File: src/rtl/eth_rx_hdr_filter.sv
`default_nettype none
// ============================================================================
//  Module   : eth_rx_hdr_filter
//  Purpose  : Receive-side Ethernet header filter on an 8-bit AXI-Stream path.
//             Parses the 14-byte header and forwards the payload of frames
//             addressed to this station (or to broadcast) that carry the
//             accelerator EtherType. Other frames and runts are discarded.
//             Accepted and dropped frames are both counted.
//  Ports    : net_axis_clk / net_axis_rst  - clock, synchronous active-high reset
//             local_mac                    - station address, [47:40] first on wire
//             s_axis_*                     - frame bytes from the MAC
//             m_axis_*                     - header-stripped payload bytes
//             frames_accepted/_dropped     - wrapping statistics counters
//  Revision : 1.0 - initial release
// ============================================================================
module eth_rx_hdr_filter #(
   parameter logic [15:0] ETHERTYPE    = 16'h88B5,
   parameter bit          ACCEPT_BCAST = 1'b1,
   parameter int          CNT_WIDTH    = 16
) (
   input  logic                 net_axis_clk,
   input  logic                 net_axis_rst,
   input  logic [47:0]          local_mac,
   input  logic [7:0]           s_axis_tdata,
   input  logic                 s_axis_tvalid,
   input  logic                 s_axis_tlast,
   output logic                 s_axis_tready,
   output logic [7:0]           m_axis_tdata,
   output logic                 m_axis_tvalid,
   output logic                 m_axis_tlast,
   input  logic                 m_axis_tready,
   output logic [CNT_WIDTH-1:0] frames_accepted,
   output logic [CNT_WIDTH-1:0] frames_dropped
);

   typedef enum logic [1:0] {
      ST_HDR  = 2'd0,
      ST_FWD  = 2'd1,
      ST_DROP = 2'd2
   } state_t;

   localparam logic [3:0] C_IDX_MAC_END = 4'd6;
   localparam logic [3:0] C_IDX_TYPE_HI = 4'd12;
   localparam logic [3:0] C_IDX_TYPE_LO = 4'd13;

   state_t               state_q,    state_d;
   logic [3:0]           idx_q,      idx_d;
   logic                 uc_ok_q,    uc_ok_d;
   logic                 bc_ok_q,    bc_ok_d;
   logic                 type_ok_q,  type_ok_d;
   logic [7:0]           out_data_q, out_data_d;
   logic                 out_last_q, out_last_d;
   logic                 out_vld_q,  out_vld_d;
   logic [CNT_WIDTH-1:0] acc_cnt_q,  acc_cnt_d;
   logic [CNT_WIDTH-1:0] drop_cnt_q, drop_cnt_d;

   logic       s_ready;
   logic       s_fire;
   logic       load;
   logic [7:0] mac_byte;
   logic       hdr_accept;

   // Only the forwarding state can be backpressured; the output register is
   // a single entry, so a byte may enter when it is empty or draining.
   // The reset gate keeps the port closed for the whole reset cycle.
   always_comb begin
      s_ready       = (state_q != ST_FWD) || !out_vld_q || m_axis_tready;
      s_axis_tready = s_ready && !net_axis_rst;
      s_fire        = s_axis_tvalid && s_axis_tready;
   end

   // Station address byte expected at the current header index.
   always_comb begin
      case (idx_q)
         4'd0:    mac_byte = local_mac[47:40];
         4'd1:    mac_byte = local_mac[39:32];
         4'd2:    mac_byte = local_mac[31:24];
         4'd3:    mac_byte = local_mac[23:16];
         4'd4:    mac_byte = local_mac[15:8];
         4'd5:    mac_byte = local_mac[7:0];
         default: mac_byte = 8'h00;
      endcase
   end

   // Decision on the final header byte uses the live low EtherType byte so
   // the state change lands on the same edge as that byte's transfer.
   always_comb begin
      hdr_accept = type_ok_q && (s_axis_tdata == ETHERTYPE[7:0]) &&
                   (uc_ok_q || (ACCEPT_BCAST && bc_ok_q));
   end

   always_comb begin
      state_d    = state_q;
      idx_d      = idx_q;
      uc_ok_d    = uc_ok_q;
      bc_ok_d    = bc_ok_q;
      type_ok_d  = type_ok_q;
      acc_cnt_d  = acc_cnt_q;
      drop_cnt_d = drop_cnt_q;
      load       = 1'b0;

      case (state_q)
         ST_HDR: begin
            if (s_fire) begin
               // Byte 0 restarts the running match so stale flags never leak
               // from a previous frame.
               if (idx_q < C_IDX_MAC_END) begin
                  uc_ok_d = ((idx_q == 4'd0) || uc_ok_q) && (s_axis_tdata == mac_byte);
                  bc_ok_d = ((idx_q == 4'd0) || bc_ok_q) && (s_axis_tdata == 8'hFF);
               end
               if (idx_q == C_IDX_TYPE_HI) begin
                  type_ok_d = (s_axis_tdata == ETHERTYPE[15:8]);
               end

               if (s_axis_tlast) begin
                  // Runt or header-only frame.
                  drop_cnt_d = drop_cnt_q + CNT_WIDTH'(1);
                  idx_d      = 4'd0;
               end else if (idx_q == C_IDX_TYPE_LO) begin
                  idx_d   = 4'd0;
                  state_d = hdr_accept ? ST_FWD : ST_DROP;
               end else begin
                  idx_d = idx_q + 4'd1;
               end
            end
         end

         ST_FWD: begin
            if (s_fire) begin
               load = 1'b1;
               if (s_axis_tlast) begin
                  acc_cnt_d = acc_cnt_q + CNT_WIDTH'(1);
                  idx_d     = 4'd0;
                  state_d   = ST_HDR;
               end
            end
         end

         ST_DROP: begin
            if (s_fire && s_axis_tlast) begin
               drop_cnt_d = drop_cnt_q + CNT_WIDTH'(1);
               idx_d      = 4'd0;
               state_d    = ST_HDR;
            end
         end

         default: begin
            state_d = ST_HDR;
            idx_d   = 4'd0;
         end
      endcase
   end

   // Output register: a new load always wins over a drain in the same cycle.
   always_comb begin
      out_data_d = out_data_q;
      out_last_d = out_last_q;
      out_vld_d  = out_vld_q;
      if (load) begin
         out_data_d = s_axis_tdata;
         out_last_d = s_axis_tlast;
         out_vld_d  = 1'b1;
      end else if (m_axis_tready) begin
         out_vld_d  = 1'b0;
      end
   end

   always_ff @(posedge net_axis_clk) begin
      if (net_axis_rst) begin
         state_q    <= ST_HDR;
         idx_q      <= 4'd0;
         uc_ok_q    <= 1'b0;
         bc_ok_q    <= 1'b0;
         type_ok_q  <= 1'b0;
         out_data_q <= 8'h00;
         out_last_q <= 1'b0;
         out_vld_q  <= 1'b0;
         acc_cnt_q  <= '0;
         drop_cnt_q <= '0;
      end else begin
         state_q    <= state_d;
         idx_q      <= idx_d;
         uc_ok_q    <= uc_ok_d;
         bc_ok_q    <= bc_ok_d;
         type_ok_q  <= type_ok_d;
         out_data_q <= out_data_d;
         out_last_q <= out_last_d;
         out_vld_q  <= out_vld_d;
         acc_cnt_q  <= acc_cnt_d;
         drop_cnt_q <= drop_cnt_d;
      end
   end

   always_comb begin
      m_axis_tdata    = out_data_q;
      m_axis_tlast    = out_last_q;
      m_axis_tvalid   = out_vld_q;
      frames_accepted = acc_cnt_q;
      frames_dropped  = drop_cnt_q;
   end

endmodule
`default_nettype wire

File: config.mk
export PLATFORM = sky130hd
export DESIGN_NAME = eth_rx_hdr_filter
export DESIGN_NICKNAME = d
export VERILOG_FILES = /design/src/rtl/eth_rx_hdr_filter.sv
export SDC_FILE = /design/constraint.sdc
export NUM_CORES = 1
export LEC_CHECK = 0
export CAP_MARGIN = 30
export CORE_MARGIN = 10
export CORE_UTILIZATION = 41
export CTS_BUF_LIST = sky130_fd_sc_hd__clkbuf_4 sky130_fd_sc_hd__clkbuf_8 sky130_fd_sc_hd__clkbuf_16
export DETAILED_ROUTE_END_ITERATION = 10
export PLACE_DENSITY = 0.77
export RECOVER_POWER = 100
export SETUP_SLACK_MARGIN = 0.02
export SYNTH_ARGS = -nofsm -noshare
export SYNTH_HDL_FRONTEND = slang
export SYNTH_SLANG_ARGS = --single-unit
File: constraint.sdc
create_clock -name net_axis_clk -period 1.9 [get_ports net_axis_clk]
set_input_delay 0.475 -clock net_axis_clk [delete_from_list [all_inputs] [get_ports net_axis_clk]]
set_output_delay 0.475 -clock net_axis_clk [all_outputs]
set_load 0.1 [all_outputs]
==> impl_summary.log, run 1 <==
[metrics] result of the run: complete, no violations
[metrics] slowest stage cell, crit path: sky130_fd_sc_hd__dfxtp_4
[metrics] antenna-violating nets left: 0
[metrics] number of buffers on the longest clock path: 2
[metrics] category of the worst setup path launch point: flip-flop
[metrics] count of TritonRoute iterations in the first routing pass: 5
[metrics] proportion of synthesized flip-flops having asynchronous set or reset: 0
[metrics] smallest hold slack: 501 ps
[metrics] first-pass GRT wire length: 15.0 mm
[metrics] proportion of layout cells with a drive suffix above 1: 0.297
[metrics] clock transition at the registers of the reported paths: 100 ps
[metrics] total of fill cells in the finished design: 571
[metrics] Hold WC Path Type: flip-flop to flip-flop
[metrics] All-Layer GR Usage: 0.160
[metrics] Critical path buffers and inverters: 1
[metrics] type of destination of the critical path: flip-flop
[metrics] prevailing post-synth register cell: sky130_fd_sc_hd__dfxtp_1
[metrics] cell-by-cell listing of the critical path: buf_4 -> and2_1 -> a22o_1 -> a221oi_2 -> xor2_1 -> o2111ai_1 -> o31ai_2
[metrics] count of synthesis-stage warnings from yosys: 0
[metrics] internal reg-to-reg setup slack: 50 ps
[metrics] Tot Pwr: 2.19 mW
[metrics] core footprint: 6830 sq um
[metrics] power per cell area: 490 nW/um^2
[metrics] routed length per placed instance: 16.2 microns
[metrics] Layout Area Growth over Synthesis: 53.9%
[metrics] final routed wirelength across all metal layers: 9.21 mm
[metrics] I/O Pins: 104
[metrics] site row count: 30
[metrics] critical path arrival: 2070 ps
[metrics] Worst Path Max Fanout: 7
[metrics] Crit Path Category: flip-flop to flip-flop
[metrics] delay contributed by the slowest stage of the critical path: 380 ps
[metrics] post-detailed-placement half-perimeter wirelength: 7.30 mm
[metrics] overall die area: 10900 sq um
[metrics] area occupied by multi-input gates: 1780 sq um
[metrics] commonest non-fill, non-tap cells in the layout: sky130_fd_sc_hd__clkdlybuf4s50_1 (51), sky130_fd_sc_hd__nor2_1 (49), sky130_fd_sc_hd__buf_4 (41)
[metrics] family of cells with the greatest summed delay on the critical path: compound AO/OA/AOI/OAI gates
[metrics] Max Transition Viols Final: 0
[metrics] EDFF count, synth: 0
[metrics] endpoint required time on the critical path: 2120 ps
[metrics] static power due to leakage: 1.80 nW
[metrics] global placer's final weighted congestion: 0.812
[metrics] Final Hold Fails: 0
[metrics] setup repair after global routing missed its margin: yes
[metrics] Sum Neg Setup Slack: 0 ps
[metrics] initial core utilization: 0.426
[metrics] Ant. Diodes: 0
[metrics] die height: 104 microns
[metrics] library cell with the largest summed area after synthesis: sky130_fd_sc_hd__dfxtp_1
[metrics] maximum number of pins on one net before global-route repair: 27
[metrics] final worst path period share: 0.975
[metrics] register bit count reported by yosys: 51
[metrics] commonest non-fill, non-tap cell in the layout: sky130_fd_sc_hd__clkdlybuf4s50_1
[metrics] chip width: 104 microns
[metrics] number of instances in the synthesized netlist: 330
[metrics] Netlist cell types: 54
[metrics] relative max-transition margin: 0.619
[metrics] Worst IR Drop VDD: 399 uV
[metrics] min Tclk post-route: 1850 ps
[metrics] total standard cell area after synthesis: 2910 sq um
[metrics] initial antenna violation count: 0
[metrics] drt first-iter violations: 170
[metrics] DR DRC count: 0
[metrics] Yosys top cell area share: 0.351
[metrics] final setup violation count: 0
[metrics] synthesized netlist net count: 393
[metrics] Syn Area/Cell: 8.82 sq um
[metrics] remaining global-route overflow: 0
[metrics] number of max-cap violations: 0
[metrics] top cells by area in the synthesized netlist: sky130_fd_sc_hd__dfxtp_1 (35%), sky130_fd_sc_hd__xor2_1 (6.6%), sky130_fd_sc_hd__nor2_1 (6.5%)
[metrics] CTS tree: built
[metrics] clock buffers created by TritonCTS: 5
[metrics] via count of the first global-routing pass: 3044
[metrics] portion of the post-synthesis area used by sequential elements: 0.351
[metrics] total number of vias: 2961
[metrics] Fmax: 0.540 GHz
[metrics] clk sink count: 51
[metrics] number of nets at the end of the flow: 534
[metrics] CTS H-Tree Depth: 2
[metrics] detail-routed via count per cell: 5.21
[metrics] final cell utilization of the core: 0.655
[metrics] slew at the pin closest to its max-slew limit: 573 ps
[metrics] clock tree root buffer cell: sky130_fd_sc_hd__clkbuf_8
[metrics] Sequential Area: 1050 sq um
[metrics] clock latency at the later pin of the worst-skew pair: 290 ps
[metrics] port buffer count: 103
[metrics] Setup Skew: 8.55 ps
-- area by class of cell --
type,instances,area share
clock buffers,6,0.0170
clock inverters,2,0.00838
inverters,8,0.00671
multi-input cells,252,0.398
flip-flops and latches,51,0.234
well taps,96,0.0268
repair buffers,153,0.309
-- registers in the layout (all words and copies together) (netlist names) --
register / flops
uc_ok_q: 1
m_axis_tlast: 1
bc_ok_q: 1
type_ok_q: 1
idx_q: 4
m_axis_tdata: 8
frames_accepted: 16
m_axis_tvalid: 1
state_q: 2
frames_dropped: 16
-- cells by family (layout without fill, tap and decap cells) --
kind of cell	after synthesis	in the layout	synth area share
compound gates	54	54	0.125
flops	51	51	0.351
simple gates	146	146	0.286
mux	21	21	0.0916
xor+xnor	29	29	0.0873
buf+inv	27	169	0.0499
fa+ha+maj	2	2	0.00860
-- cell usage after synthesis, types with 2 or more instances --
library cell                count
sky130_fd_sc_hd__inv_1          8
sky130_fd_sc_hd__a2111oi_0      2
sky130_fd_sc_hd__nand2b_1       2
sky130_fd_sc_hd__and4_1         2
sky130_fd_sc_hd__nand2_1       23
sky130_fd_sc_hd__nor4_1         3
sky130_fd_sc_hd__nand4bb_1      2
sky130_fd_sc_hd__mux4_2         4
sky130_fd_sc_hd__nand4_1        9
sky130_fd_sc_hd__dfxtp_1       51
sky130_fd_sc_hd__nor3_1         3
sky130_fd_sc_hd__xor2_1        22
sky130_fd_sc_hd__nor2b_1        4
sky130_fd_sc_hd__a22o_1         5
sky130_fd_sc_hd__mux2i_1       12
sky130_fd_sc_hd__nor2_1        50
sky130_fd_sc_hd__nand3b_1       7
sky130_fd_sc_hd__xnor2_1        7
sky130_fd_sc_hd__o2111ai_1      2
sky130_fd_sc_hd__a22oi_1        3
sky130_fd_sc_hd__and2_1         3
sky130_fd_sc_hd__buf_2          8
sky130_fd_sc_hd__nand4b_1       2
sky130_fd_sc_hd__clkbuf_1       6
sky130_fd_sc_hd__o21ai_0       11
sky130_fd_sc_hd__nand3_1       11
sky130_fd_sc_hd__a32oi_1        2
sky130_fd_sc_hd__buf_6          4
sky130_fd_sc_hd__ha_1           2
sky130_fd_sc_hd__or3_1          8
sky130_fd_sc_hd__and3_1         5
sky130_fd_sc_hd__a21oi_1       17
sky130_fd_sc_hd__mux2_2         5
sky130_fd_sc_hd__a211oi_1       5
-- through the flow --
stage | worst slack (ps) | instance area [sq um] | std cells
after global placement | -398 | 4780 | 556
final | 46.7 | 4480 | 568
after global routing | -49.5 | 4480 | 568
after CTS | 11.1 | 4930 | 564
after floorplan | 11.7 | 2950 | 330
after detailed placement | -510 | 4780 | 556
-- path summary, 6_finish.rpt --
kind | startpoint | end | depth (start not counted)
worst max-delay path | idx_q[0]$_SDFFE_PP0P_ | uc_ok_q$_SDFFE_PP0P_ | 7
worst min-delay path | frames_accepted[7]$_SDFFE_PP0P_ | frames_accepted[7]$_SDFFE_PP0P_ | 2
worst max register to register | idx_q[0]$_SDFFE_PP0P_ | uc_ok_q$_SDFFE_PP0P_ | 7
worst min register to register | frames_accepted[7]$_SDFFE_PP0P_ | frames_accepted[7]$_SDFFE_PP0P_ | 2
-- power breakdown --
group | leakage [nW] | switching (mW) | internal, mW
Combinational | 1.33 | 0.145 | 0.210
Clock | 0.0548 | 0.355 | 0.408
Sequential | 0.419 | 0.00633 | 1.07
Total | 1.80 | 0.507 | 1.69
-- tightest hold or removal path: stages (launching register included) --
cell	delay (ps)
sky130_fd_sc_hd__dfxtp_2	340
sky130_fd_sc_hd__o21ai_0	70
sky130_fd_sc_hd__a21oi_1	60
-- metal layers --
layer  wire length, microns  GRT usage
met1                   4040      0.188
met5                      0          0
met2                   4750      0.292
met3                    362     0.0415
met4                     55     0.0179
-- what timing repair did --
item,in CTS,in global routing
gates resized for setup,15,14
hold buffers,0,0
pin swaps,7,9
setup endpoints to repair,26,15
buffers inserted,0,4
Power figures use the tool's default switching activity.
==> run 2: changes to the inputs <==
- CORE_UTILIZATION: 41 -> 45
- PLACE_DENSITY: 0.77 -> 0.8
- SLEW_MARGIN: default -> 25
- TNS_END_PERCENT: default -> 1
- clock period: 1.9 -> 2.12 ns (I/O delays scaled with it)
==> run 2 against run 1 <==
Clock skew up 7.1 ps. Flip-flop and latch count unchanged. Non-clock buffer count is 13 lower. Final cell count is 5.6% lower. Critical path type is now input pin to flip-flop. Highest routed layer unchanged. First-iteration DRC count fell by 35%. Core utilization shrank 0.27 points. Combinational power is 15% lower. Via count down 2.2%. Clock power fell by 8.0%. Register-to-register slack gained 70 ps.
==> impl_summary.log, run 2 (synthesis results as in run 1) <==
[metrics] core footprint: 6310 sq um
[metrics] DR DRC count: 0
[metrics] chip width: 100 microns
[metrics] met3 global-route usage: 0.0488
[metrics] category of the worst setup path launch point: input pin
[metrics] result of the run: complete, no violations
[metrics] Hold WC Path Type: input pin to flip-flop
[metrics] count of TritonRoute iterations in the first routing pass: 4
[metrics] post-detailed-placement half-perimeter wirelength: 6.97 mm
[metrics] post-CTS resize count: 3
[metrics] final worst path period share: 0.962
[metrics] Sum Neg Setup Slack: 0 ps
[metrics] Max Transition Viols Final: 0
[metrics] final routed wirelength across all metal layers: 8.68 mm
[metrics] Post-CTS Repair Setup Buffers: 0
[metrics] site row count: 29
[metrics] endpoint required time on the critical path: 2330 ps
[metrics] port buffer count: 103
[metrics] Worst IR Drop VDD: 445 uV
[metrics] switching pwr: 0.447 mW
[metrics] remaining global-route overflow: 0
[metrics] routed length per placed instance: 16.2 microns
[metrics] startpoint of the most critical register-to-register path: idx_q[0]$_SDFFE_PP0P_
[metrics] clock tree root buffer cell: sky130_fd_sc_hd__clkbuf_8
[metrics] die height: 100 microns
[metrics] hold-fix buffers at CTS: 0
[metrics] final setup margin: 79.6 ps
[metrics] type of destination of the critical path: flip-flop
[metrics] Sequential Area: 1040 sq um
[metrics] CTS H-Tree Depth: 2
[metrics] clock buffers created by TritonCTS: 5
[metrics] total number of vias: 2896
[metrics] final setup violation count: 0
[metrics] commonest non-fill, non-tap cells in the layout: sky130_fd_sc_hd__clkdlybuf4s50_1 (57), sky130_fd_sc_hd__nor2_1 (49), sky130_fd_sc_hd__clkbuf_2 (42)
[metrics] min Tclk post-route: 2040 ps
[metrics] antenna-violating nets left: 0
[metrics] static power due to leakage: 1.66 nW
[metrics] maximum number of pins on one net before global-route repair: 36
[metrics] met2 Resource Use GR: 0.303
[metrics] first-pass GRT wire length: 14.1 mm
[metrics] via count of the first global-routing pass: 2947
[metrics] drt first-iter violations: 110
[metrics] Ant. Diodes: 0
[metrics] part of the power in registers: 0.490
[metrics] total of fill cells in the finished design: 545
[metrics] global placer's final weighted congestion: 0.848
[metrics] Layout Cell Area excl Fill: 4120 sq um
[metrics] setup slack at placement: -365 ps
[metrics] clk sink count: 51
[metrics] initial antenna violation count: 0
[metrics] worst min-delay path startpoint: net_axis_rst
[metrics] cell area after placement: 4160 sq um
[metrics] number of buffers on the longest clock path: 2
[metrics] net switching share of the total power: 0.227
[metrics] power per cell area: 478 nW/um^2
[metrics] relative max-transition margin: 0.593
[metrics] number of max-cap violations: 0
[metrics] area occupied by multi-input gates: 1750 sq um
[metrics] Crit Path Category: input pin to flip-flop
[metrics] relative contribution of the clock network to total power: 0.356
[metrics] proportion of layout cells with a drive suffix above 1: 0.257
[metrics] combinational power share: 0.153
[metrics] clock latency at the later pin of the worst-skew pair: 310 ps
[metrics] clock transition at the registers of the reported paths: 90 ps
[metrics] I/O Pins: 104
[metrics] met1 track demand over resource: 0.189
[metrics] Fmax: 0.490 GHz
[metrics] Layout Area Growth over Synthesis: 41.6%
[metrics] internal power consumption: 1.52 mW
[metrics] Tot Pwr: 1.97 mW
[metrics] CTS tree: built
[metrics] slew at the pin closest to its max-slew limit: 611 ps
[metrics] Final Hold Fails: 0
[metrics] launching instance or port of the critical path: local_mac[6]
[metrics] overall die area: 10100 sq um
[metrics] Setup Skew: 15.7 ps
[metrics] number of nets at the end of the flow: 521
[metrics] detail-routed via count per cell: 5.40
[metrics] highest-utilization routing layer at the global route stage: met2
[metrics] critical path arrival: 2250 ps
[metrics] All-Layer GR Usage: 0.167
[metrics] Worst Path Max Fanout: 1
[metrics] initial core utilization: 0.461
[metrics] commonest non-fill, non-tap cell in the layout: sky130_fd_sc_hd__clkdlybuf4s50_1
[run 2: power groups by stage]
stage	clock network (mW)	logic, mW	registers (mW)
6_report	0.702	0.302	0.966
2_1_floorplan	0	0.120	0.996
3_3_place_gp	0	0.297	0.989
5_1_grt	0.754	0.324	0.967
3_5_place_dp	0	0.303	0.989
4_1_cts	0.708	0.304	0.967
[run 2: per-stage QoR]
step,hold WS (ps),utilization,std cells
final,470,0.653,536
after global routing,476,0.653,536
after CTS,477,0.677,536
after detailed placement,490,0.658,528
after global placement,479,0.658,528
after floorplan,451,-,330
[run 2: cell type report]
cell class                      count  share of cell area
Tap cell                           77              0.0234
Inverter                            8             0.00729
Clock buffer                        6              0.0200
Multi-Input combinational cell    252               0.426
Clock inverter                      2             0.00850
Timing Repair Buffer              140               0.264
Sequential cell                    51               0.251
[run 2: per-layer routing]
metal	wire length, microns	up-vias
met2	4560	74
met3	556	9
met4	86	0
met1	3480	1374
li1	-	1439
met5	0	-
[run 2: worst max-delay path, cell delays in order]
cell,delay (ps)
sky130_fd_sc_hd__clkdlybuf4s50_1,390
sky130_fd_sc_hd__mux4_2,470
sky130_fd_sc_hd__a22oi_2,220
sky130_fd_sc_hd__xor2_1,210
sky130_fd_sc_hd__o2111ai_1,170
sky130_fd_sc_hd__o31ai_2,250
[run 2: final timing paths]
| kind | end | slack [ps] | depth (start not counted) |
|---|---|---|---|
| hold reg to reg | m_axis_tdata[1]$_SDFFE_PP0P_ | 510 | 2 |
| hold / removal | idx_q[1]$_SDFFE_PP0P_ | 470 | 2 |
| setup / recovery | uc_ok_q$_SDFFE_PP0P_ | 80 | 6 |
| setup reg to reg | uc_ok_q$_SDFFE_PP0P_ | 120 | 7 |
==> run 3: changes to the inputs <==
- CORE_UTILIZATION: 45 -> 40
- PLACE_DENSITY: 0.8 -> 0.73
==> run 3 against run 2 <==
Global-route usage down 2.2 points. Hold slack improved by 33 ps. Routed wire length is 3.5% lower. Clock power down 7.0%. Largest power group unchanged. Clock skew fell by 8.2 ps. Non-clock buffer count unchanged. Final area down 0.12%. Power down 2.8%. Sequential power about the same. Sequential share of layout area shrank 0.061 points. First-iteration DRC count shrank 8.2%.
==> impl_summary.log, run 3 (synthesis results as in run 1) <==
[metrics] All-Layer GR Usage: 0.146
[metrics] final worst path period share: 0.974
[metrics] setup repair after global routing missed its margin: no
[metrics] endpoint required time on the critical path: 1590 ps
[metrics] number of nets at the end of the flow: 521
[metrics] Fmax: 0.484 GHz
[metrics] slew at the pin closest to its max-slew limit: 625 ps
[metrics] Final Hold Fails: 0
[metrics] clk sink count: 51
[metrics] antenna-violating nets left: 0
[metrics] CTS tree: built
[metrics] number of buffers on the longest clock path: 2
[metrics] core footprint: 7180 sq um
[metrics] detail-routed via count per cell: 5.04
[metrics] power per cell area: 465 nW/um^2
[metrics] cell area after placement: 4170 sq um
[metrics] clock latency at the later pin of the worst-skew pair: 290 ps
[metrics] initial antenna violation count: 0
[metrics] remaining global-route overflow: 0
[metrics] family of cells with the greatest summed delay on the critical path: buffers and inverters
[metrics] category of the worst setup path launch point: input pin
[metrics] post-detailed-placement half-perimeter wirelength: 6.81 mm
[metrics] commonest non-fill, non-tap cells in the layout: sky130_fd_sc_hd__clkdlybuf4s50_1 (58), sky130_fd_sc_hd__nor2_1 (50), sky130_fd_sc_hd__dfxtp_1 (42), sky130_fd_sc_hd__clkbuf_2 (42), sky130_fd_sc_hd__buf_4 (29)
[metrics] cell-by-cell listing of the critical path: clkdlybuf4s50_1 -> nor2b_2 -> a21oi_4 -> buf_8
[metrics] placed instance count: 550
[metrics] final routed wirelength across all metal layers: 8.37 mm
[metrics] first-pass GRT wire length: 13.8 mm
[metrics] Hold WC Path Type: flip-flop to flip-flop
[metrics] chip width: 105 microns
[metrics] via count of the first global-routing pass: 2802
[metrics] static power due to leakage: 1.64 nW
[metrics] Ant. Diodes: 0
[metrics] overall die area: 11100 sq um
[metrics] critical path arrival: 1530 ps
[metrics] drt first-iter violations: 101
[metrics] die height: 105 microns
[metrics] Critical path buffers and inverters: 2
[metrics] Setup Skew: 7.54 ps
[metrics] global placer's final weighted congestion: 0.784
[metrics] count of TritonRoute iterations in the first routing pass: 4
[metrics] I/O Pins: 104
[metrics] Worst IR Drop VDD: 373 uV
[metrics] smallest hold slack: 503 ps
[metrics] total of fill cells in the finished design: 681
[metrics] final setup margin: 55.9 ps
[metrics] delay contributed by the slowest stage of the critical path: 450 ps
[metrics] Layout Cell Area excl Fill: 4120 sq um
[metrics] DR DRC count: 0
[metrics] commonest non-fill, non-tap cell in the layout: sky130_fd_sc_hd__clkdlybuf4s50_1
[metrics] Max Transition Viols Final: 0
[metrics] CTS H-Tree Depth: 2
[metrics] initial core utilization: 0.405
[metrics] Post-CTS Repair Setup Buffers: 0
[metrics] setup slack at placement: -331 ps
[metrics] routed length per placed instance: 15.0 microns
[metrics] proportion of layout cells with a drive suffix above 1: 0.249
[metrics] Worst Path Max Fanout: 3
[metrics] Finished Layout Cells: 557
[metrics] final setup violation count: 0
[metrics] clock tree root buffer cell: sky130_fd_sc_hd__clkbuf_8
[metrics] type of destination of the critical path: output port
[metrics] maximum number of pins on one net before global-route repair: 37
[metrics] clock buffers created by TritonCTS: 5
[metrics] result of the run: complete, no violations
[metrics] number of max-cap violations: 0
[metrics] total number of vias: 2809
[metrics] min Tclk post-route: 2060 ps
[metrics] relative max-transition margin: 0.584
[metrics] clock transition at the registers of the reported paths: 80 ps
[metrics] Crit Path Category: input pin to output port
[metrics] site row count: 31
[metrics] Layout Area Growth over Synthesis: 41.5%
[metrics] port buffer count: 103
[metrics] final cell utilization of the core: 0.573
[metrics] slowest stage cell, crit path: sky130_fd_sc_hd__clkdlybuf4s50_1
==> run 3: cell count changes in the layout (fill, tap and decap cells not counted), sizes merged <==
cell / change
clkdlybuf4s50: +1
clkinv: -1
dlymetal6s2s: -1
==> run 3: path summary, 6_finish.rpt <==
path	start	to	slack, ps	cells after the start
hold / removal	m_axis_tdata[4]$_SDFFE_PP0P_	m_axis_tdata[4]$_SDFFE_PP0P_	500	2
hold reg to reg	m_axis_tdata[4]$_SDFFE_PP0P_	m_axis_tdata[4]$_SDFFE_PP0P_	500	2
setup / recovery	m_axis_tready	s_axis_tready	60	4
setup reg to reg	idx_q[0]$_SDFFE_PP0P_	uc_ok_q$_SDFFE_PP0P_	200	8
==> run 3: metal layers <==
metal / routed length (microns) / track usage / vias up
met5: 0 / 0 / -
met4: 44 / 0.0245 / 0
met3: 343 / 0.0311 / 4
met2: 4370 / 0.266 / 51
met1: 3620 / 0.172 / 1316
li1: - / - / 1438
==> run 3: tightest hold or removal path: stages (launching register included) <==
cell and delay (ps):
sky130_fd_sc_hd__dfxtp_1 330, sky130_fd_sc_hd__mux2i_1 70, sky130_fd_sc_hd__nor2_1 70
==> run 3: area by class of cell <==
cell class	count	area, sq um	area share
Multi-Input combinational cell	252	1750	0.425
Timing Repair Buffer	140	1070	0.261
Sequential cell	51	1030	0.251
Tap cell	99	124	0.0301
Clock buffer	6	76.3	0.0185
Clock inverter	1	30.0	0.00730
Inverter	8	30.0	0.00730
==> run 3: where the power goes <==
group | switching (mW) | internal [mW] | total (mW) | leakage (nW)
Sequential | 0.00603 | 0.961 | 0.967 | 0.415
Combinational | 0.117 | 0.178 | 0.295 | 1.17
Clock | 0.294 | 0.359 | 0.653 | 0.0547
Total | 0.417 | 1.50 | 1.92 | 1.64
==> run 3: what timing repair did <==
item	in CTS	in global routing
setup endpoints to repair	5	2
pin swaps	0	0
hold buffers	0	0
resized for setup	2	4
==> run 3: through the flow <==
step | total power [mW] | TNS, ps
6_report | 1.92 | 0
5_1_grt | 1.99 | 0
4_1_cts | 1.95 | 0
3_5_place_dp | 1.29 | -6840
3_3_place_gp | 1.29 | -5260
2_1_floorplan | 1.12 | -394
